File: src/rtl/lcv_mul_acc_pipe.sv
// Three-stage signed multiply-accumulate with running accumulator, per-op select,
// optional saturation and valid/ready flow control driven by one global enable.
module lcv_mul_acc_pipe #(
  parameter int IN_WIDTH  = 16,
  parameter int ACC_WIDTH = 33,
  parameter int SATURATE  = 1
) (
  input  logic                 clk,
  input  logic                 rst,
  input  logic                 in_valid,
  output logic                 in_ready,
  input  logic [IN_WIDTH-1:0]  in_a,
  input  logic [IN_WIDTH-1:0]  in_b,
  input  logic [ACC_WIDTH-1:0] in_c,
  input  logic [1:0]           in_op,
  output logic                 out_valid,
  input  logic                 out_ready,
  output logic [ACC_WIDTH-1:0] out_sum,
  output logic                 out_sat
);

  localparam int PW = 2 * IN_WIDTH;
  localparam int RW = ACC_WIDTH + 2;

  localparam logic [1:0] OP_LOAD  = 2'b00;
  localparam logic [1:0] OP_MAC   = 2'b01;
  localparam logic [1:0] OP_MSUB  = 2'b10;

  localparam logic signed [RW-1:0]        MAX_R = {3'b000, {(ACC_WIDTH-1){1'b1}}};
  localparam logic signed [RW-1:0]        MIN_R = {3'b111, {(ACC_WIDTH-1){1'b0}}};
  localparam logic signed [ACC_WIDTH-1:0] MAX_A = {1'b0, {(ACC_WIDTH-1){1'b1}}};
  localparam logic signed [ACC_WIDTH-1:0] MIN_A = {1'b1, {(ACC_WIDTH-1){1'b0}}};

  function automatic logic signed [RW-1:0] sext_prod(input logic signed [PW-1:0] v);
    return {{(RW-PW){v[PW-1]}}, v};
  endfunction

  function automatic logic signed [RW-1:0] sext_acc(input logic signed [ACC_WIDTH-1:0] v);
    return {{2{v[ACC_WIDTH-1]}}, v};
  endfunction

  // Returns {clamped_flag, final_value}.
  function automatic logic [ACC_WIDTH:0] sat_wrap(input logic signed [RW-1:0] r);
    if (SATURATE != 0) begin
      if (r > MAX_R) return {1'b1, MAX_A};
      if (r < MIN_R) return {1'b1, MIN_A};
    end
    return {1'b0, r[ACC_WIDTH-1:0]};
  endfunction

  logic en;

  logic vld_p0_q, vld_p0_d, vld_p1_q, vld_p1_d, vld_p2_q, vld_p2_d;
  logic signed [IN_WIDTH-1:0]  a_p0_q, a_p0_d, b_p0_q, b_p0_d;
  logic signed [ACC_WIDTH-1:0] c_p0_q, c_p0_d, c_p1_q, c_p1_d;
  logic [1:0]                  op_p0_q, op_p0_d, op_p1_q, op_p1_d;
  logic signed [PW-1:0]        prod_p1_q, prod_p1_d;
  logic signed [ACC_WIDTH-1:0] sum_p2_q, sum_p2_d, acc_q, acc_d;
  logic                        sat_p2_q, sat_p2_d;

  logic signed [PW-1:0]        a_ext_p0, b_ext_p0;
  logic signed [RW-1:0]        prod_ext_p1, c_ext_p1, acc_ext, r_p2;
  logic [ACC_WIDTH:0]          fin_p2;

  assign a_ext_p0    = {{IN_WIDTH{a_p0_q[IN_WIDTH-1]}}, a_p0_q};
  assign b_ext_p0    = {{IN_WIDTH{b_p0_q[IN_WIDTH-1]}}, b_p0_q};
  assign prod_ext_p1 = sext_prod(prod_p1_q);
  assign c_ext_p1    = sext_acc(c_p1_q);
  assign acc_ext     = sext_acc(acc_q);

  // Stage 3 arithmetic: result at two guard bits, then clamp or wrap.
  always_comb begin
    r_p2 = '0;
    case (op_p1_q)
      OP_LOAD: r_p2 = prod_ext_p1 + c_ext_p1;
      OP_MAC:  r_p2 = acc_ext + prod_ext_p1 + c_ext_p1;
      OP_MSUB: r_p2 = acc_ext - prod_ext_p1 + c_ext_p1;
      default: r_p2 = '0;
    endcase
    fin_p2 = sat_wrap(r_p2);
  end

  assign en        = !(vld_p2_q && !out_ready);
  assign in_ready  = en;
  assign out_valid = vld_p2_q;
  assign out_sum   = sum_p2_q;
  assign out_sat   = sat_p2_q;

  always_comb begin
    vld_p0_d  = vld_p0_q;
    a_p0_d    = a_p0_q;
    b_p0_d    = b_p0_q;
    c_p0_d    = c_p0_q;
    op_p0_d   = op_p0_q;
    vld_p1_d  = vld_p1_q;
    prod_p1_d = prod_p1_q;
    c_p1_d    = c_p1_q;
    op_p1_d   = op_p1_q;
    vld_p2_d  = vld_p2_q;
    sum_p2_d  = sum_p2_q;
    sat_p2_d  = sat_p2_q;
    acc_d     = acc_q;
    if (en) begin
      // Stage 1: capture operands
      vld_p0_d  = in_valid;
      a_p0_d    = in_a;
      b_p0_d    = in_b;
      c_p0_d    = in_c;
      op_p0_d   = in_op;
      // Stage 2: product
      vld_p1_d  = vld_p0_q;
      prod_p1_d = a_ext_p0 * b_ext_p0;
      c_p1_d    = c_p0_q;
      op_p1_d   = op_p0_q;
      // Stage 3: result and accumulator, only when a real transaction arrives
      vld_p2_d  = vld_p1_q;
      if (vld_p1_q) begin
        sum_p2_d = fin_p2[ACC_WIDTH-1:0];
        sat_p2_d = fin_p2[ACC_WIDTH];
        acc_d    = fin_p2[ACC_WIDTH-1:0];
      end
    end
  end

  always_ff @(posedge clk) begin
    if (rst) begin
      vld_p0_q <= 1'b0;
      vld_p1_q <= 1'b0;
      vld_p2_q <= 1'b0;
      sum_p2_q <= '0;
      sat_p2_q <= 1'b0;
      acc_q    <= '0;
    end else begin
      vld_p0_q <= vld_p0_d;
      vld_p1_q <= vld_p1_d;
      vld_p2_q <= vld_p2_d;
      sum_p2_q <= sum_p2_d;
      sat_p2_q <= sat_p2_d;
      acc_q    <= acc_d;
    end
  end

  always_ff @(posedge clk) begin
    a_p0_q    <= a_p0_d;
    b_p0_q    <= b_p0_d;
    c_p0_q    <= c_p0_d;
    op_p0_q   <= op_p0_d;
    prod_p1_q <= prod_p1_d;
    c_p1_q    <= c_p1_d;
    op_p1_q   <= op_p1_d;
  end

endmodule

File: config.mk
export PLATFORM = sky130hd
export DESIGN_NAME = lcv_mul_acc_pipe
export DESIGN_NICKNAME = d
export VERILOG_FILES = /design/src/rtl/lcv_mul_acc_pipe.sv
export SDC_FILE = /design/constraint.sdc
export NUM_CORES = 1
export LEC_CHECK = 0
export ABC_AREA = 0
export CAP_MARGIN = 30
export CORE_UTILIZATION = 55
export DETAILED_ROUTE_END_ITERATION = 8
export DONT_BUFFER_PORTS = 1
export PLACE_DENSITY = 0.68
export SKIP_LAST_GASP = 1
export SLEW_MARGIN = 20
export SYNTH_ARGS = -nofsm -noshare
export SYNTH_HDL_FRONTEND = slang
export SYNTH_SLANG_ARGS = --single-unit
File: constraint.sdc
create_clock -name clk -period 8.75 [get_ports clk]
set_input_delay 1.3125 -clock clk [delete_from_list [all_inputs] [get_ports clk]]
set_output_delay 1.3125 -clock clk [all_outputs]
set_load 0.005 [all_outputs]
---- After elaboration in Yosys (flattened, before gate mapping) ----
Index checks and enable logic that the tools add are counted.
word-level totals
  register bits ........................... 171
  input bits .............................. 71
cells by class
  add/sub/neg operators ................... 5
  multipliers ............................. 1
  magnitude comparators ................... 2
  equal/unequal tests ..................... 2
  multiplexer cells ....................... 8
  bitwise gates (word level) .............. 1
  reduce and logical (&&, ||, !) cells .... 5
operators by type and width
  cell                    count
  $mux W34                4
  $pmux W35 S3            1
  $add A34 B33 Y35        2
  $gt A35 B33 Y1 const B  1
  $lt A35 B33 Y1 const B  1
  $add A32 B33 Y34        1
  $add A33 B32 Y34        1
  $sub A33 B32 Y34        1
  $mul A16 B16 Y32        1
  $mux W1                 3
  $eq A2 B1 Y1 const B    1
  $eq A2 B2 Y1 const B    1
  $logic_not A1 Y1        2
  $logic_not A2 Y1        1
  $reduce_and A2 Y1       1
  $logic_and A1 B1 Y1     1
  $not A1 Y1              1

---- Longest topological paths before layout ----
  depth after elaboration ................. 8
  mapped depth ............................ 26
  gate-level depth less buffers ........... 25

---- Least setup slack after synthesis ----
Ideal clock, no wire load.
  path kind ............................... input to register
  start point ............................. input out_ready
  end point ............................... register acc_q[10]
  setup time .............................. 0.081 ns
  data arrival time ....................... 6.745 ns
  data required time ...................... 8.669 ns
  path slack .............................. 1.924 ns
  stages .................................. 7
  buffers on the path ..................... 3
  cell sequence ........................... nand2b_1 clkbuf_1 and2_1 buf_6 dlygate4sd3_1 nor2_1 a211oi_2
on the way
  word-level cells in the longest chain between the ends .. 4
RTL lines
  what                                RTL line  RTL
  from (decl)                         17        input logic out_ready,
  $logic_not A1 Y1                    83        assign en = !(vld_p2_q && !out_ready);
  $logic_and A1 B1 Y1                 83
  $not A1 Y1 (no source line)         --
  $reduce_and A2 Y1 (no source line)  --
  to (signal assigned)                132       acc_q <= '0;
  to (signal assigned)                139       acc_q <= acc_d;
  to (decl)                           58        logic signed [ACC_WIDTH-1:0] sum_p2_q, sum_p2_d, acc_q, acc_d;
Every way passes these cells.
A chain may end at the register's enable or synchronous reset.

---- Final worst setup path ----
  start point ............................. register b_p0_q[1]
  end point ............................... register prod_p1_q[31] (data pin)
on the way
  word-level cells in the longest chain between the ends .. 1
RTL lines
  what                    RTL line  RTL
  from (decl)             54        logic signed [IN_WIDTH-1:0] a_p0_q, a_p0_d, b_p0_q, b_p0_d;
  from (signal assigned)  145       b_p0_q <= b_p0_d;
  $mul A16 B16 Y32        112       prod_p1_d = a_ext_p0 * b_ext_p0;
  to (signal assigned)    148       prod_p1_q <= prod_p1_d;
  to (decl)               57        logic signed [PW-1:0] prod_p1_q, prod_p1_d;
Every way passes these cells.

==> flow_summary.yaml <==
status:
  status: "completed"
placed_design:
  dp_hpwl_um: 48000
  place.gp.congestion: 0.973
  post-place-ws_ns: 1.61
  port_buffers: 0
sta:
  min_period_ns: 7.17
  setup_viol: 0
  drv_slew: 0
  relSlewSlack_pct: 40.0
  fin_skew_ns: 0.0221
  fmax_mhz: 140
  timing.final.ws_setup_ns: 1.58
  tightest_slew_ns: 0.897
  setup_tns_ns: 0
  period_share_pct: 81.9
  rsz0062_at_grt: "no"
  final_hold_viol_count: 0
global_routing:
  grt_pass1_wl_um: 95900
  grt_pass1_vias: 18100
  antenna_found_initial: 1
  grt_max_degree: 70
  grt_util_all_layers_pct: 28.4
  overflow: 0
floorplan:
  num_io_pins: 107
  die_y_um: 210
  coreArea_mm2: 0.0424
  start_util_pct: 56.3
  fp.dieW_um: 210
  num_rows: 75
  die_area_mm2: 0.0443
synth:
  synthesis.area_mm2: 0.0239
  ys_types: 85
  synth_edf_count: 134
  ys_seq_area_share_pct: 19.9
  synth_async_sr_flop_share_pct: 0
  yosys_warnings: 0
  synth-seq-cells: 171
  synthCells: 2545
  synth.net_count: 3161
  synth.avg_cell_area_um2: 9.39
  synthFlopType: "edfxtp_1"
setup_path:
  r2r-start: "b_p0_q[1]"
  cp_max_fo: 16
  r2r_setup_slack_ns: 1.58
  end_kind: "flop"
  critPathArrivalTime_ns: 7.37
  crit_type: "flop to flop"
  r2r_cells: 21
  startpoint_type: "flop"
  endpoint: "prod_p1_q[31]"
  cp_data_required_time_ns: 8.96
  reg2reg_to: "prod_p1_q[31]"
  crit_start: "b_p0_q[1]"
route:
  route.vias.total: 17200
  drt-met1-wl_um: 27100
  dr_wl_met2_um: 27200
  wl_um: 59500
  highest_layer: "met5"
  postRouteAntennaNets: 0
  first_pass_iters: 5
  avgViaCountPerCell: 5.61
  route.detailed.drc: 0
  dr_wl_met3_um: 3860
  drt_iter0_drc: 1436
  wl_per_cell_um: 19.4
clock_network:
  clock_sinks: 171
  ctsHoldBuffers: 0
  cts_tree: "yes"
  clock_latency_ns: 0.50
  cts_buffers: 17
  post_cts_buffers: 0
  cts_resized: 0
  cts_root_buffer: "clkbuf_16"
  cts_buffer_depth: 2
  clkTransAtPathRegs_ns: 0.07
  ctsHtreeMaxLevel: 4
run:
  drv_cap: 0
final_layout:
  final_common_cell: "inv_1"
  area_growth_pct: 4.01
  drive_gt1_share_pct: 3.73
  fin_nets: 3094
  fillCellCount: 3777
  final_cell_mix: "inv_1 (532), fa_1 (330), ha_1 (215)"
hold_path:
  min_path_type: "flop to flop"
## how the worst min path moves through the flow
stage	from	end	slack, ns	cells past startpoint
global route	c_p0_q[22]	c_p1_q[22]	0.42	0
finish	c_p0_q[5]	c_p1_q[5]	0.42	0
CTS	c_p0_q[5]	c_p1_q[5]	0.42	0
floorplan	c_p0_q[0]	c_p1_q[0]	0.40	0
global placement	c_p0_q[0]	c_p1_q[0]	0.40	0
detailed placement	c_p0_q[5]	c_p1_q[5]	0.40	0
## per-layer routing
metal,up-vias,track usage (%)
met5,-,0
met4,2,9.00
met3,100,5.36
met2,600,45.5
met1,8464,39.1
li1,8058,-
## area by class of cell
type / count / area, um2 / share of cell area, %
flip-flops and latches: 171 / 4760 / 19.2
inverters: 533 / 2000 / 8.05
clock inverters: 14 / 224 / 0.901
clock buffers: 18 / 429 / 1.73
well taps: 577 / 722 / 2.91
multi-input cells: 1747 / 16600 / 67.0
diodes: 1 / 2.50 / 0.0101
repair buffers: 8 / 60.1 / 0.242
## state kept, by name (all words and copies together), names as in the netlist
register,cells
a_p0_q,16
acc_q,33
b_p0_q,16
c_p0_q,33
c_p1_q,33
op_p0_q,2
op_p1_q,2
out_sat,1
out_valid,1
prod_p1_q,32
vld_p0_q,1
vld_p1_q,1
## critical path: stages (launching register included)
cell	delay (ns)
edfxtp_1	0.74
nand2_1	0.20
inv_1	0.17
fa_1	0.46
fa_1	0.51
fa_1	0.52
inv_1	0.06
fa_1	0.52
inv_1	0.05
fa_1	0.50
fa_1	0.42
ha_1	0.36
a21o_1	0.20
a221o_1	0.33
a21oi_1	0.21
o211ai_1	0.23
a221oi_1	0.51
a2111oi_0	0.19
o21a_1	0.22
o21a_1	0.18
nor4_1	0.19
a311oi_1	0.09
## cell families after synthesis
group | after synthesis | share of synthesized area, %
buffers and inverters | 627 | 10.4
and+or+nand+nor | 621 | 12.5
adders and majority gates | 545 | 38.9
AOI/OAI and AO/OA | 454 | 13.5
DFF | 171 | 19.9
xor gates and xnor gates | 119 | 4.36
muxes | 8 | 0.340
## cell usage after synthesis, types with 18 or more instances
| cell | n | share of area, % |
|---|---|---|
| xor2_1 | 39 | 1.4 |
| o21ai_0 | 72 | 1.5 |
| clkbuf_1 | 74 | 1.2 |
| nand4_1 | 22 | 0.58 |
| nand3_1 | 41 | 0.86 |
| edfxtp_1 | 134 | 17 |
| nand2b_1 | 22 | 0.58 |
| nand2_1 | 194 | 3.0 |
| o22ai_1 | 22 | 0.58 |
| a21o_1 | 51 | 1.6 |
| nor3_1 | 21 | 0.44 |
| o21bai_1 | 18 | 0.57 |
| a211oi_2 | 29 | 1.5 |
| a21oi_1 | 112 | 2.3 |
| fa_1 | 330 | 28 |
| and2_1 | 105 | 2.7 |
| inv_1 | 532 | 8.4 |
| nor2_1 | 154 | 2.4 |
| dfxtp_1 | 37 | 3.1 |
| ha_1 | 215 | 11 |
| xnor2_1 | 80 | 2.9 |
## metrics by stage
stage	instance area [um2]	std cells	util (%)	hold slack, ns
detailed placement	24200	3036	57.0	0.405
global route	24800	3068	58.6	0.425
global placement	24200	3036	57.0	0.403
floorplan	23900	2545	-	0.400
CTS	24800	3068	58.6	0.422
finish	24800	3069	58.6	0.418
Power is left out: the tool's default activity adds up to more than one toggle a clock period on the data nets, which glitch-free logic cannot reach.
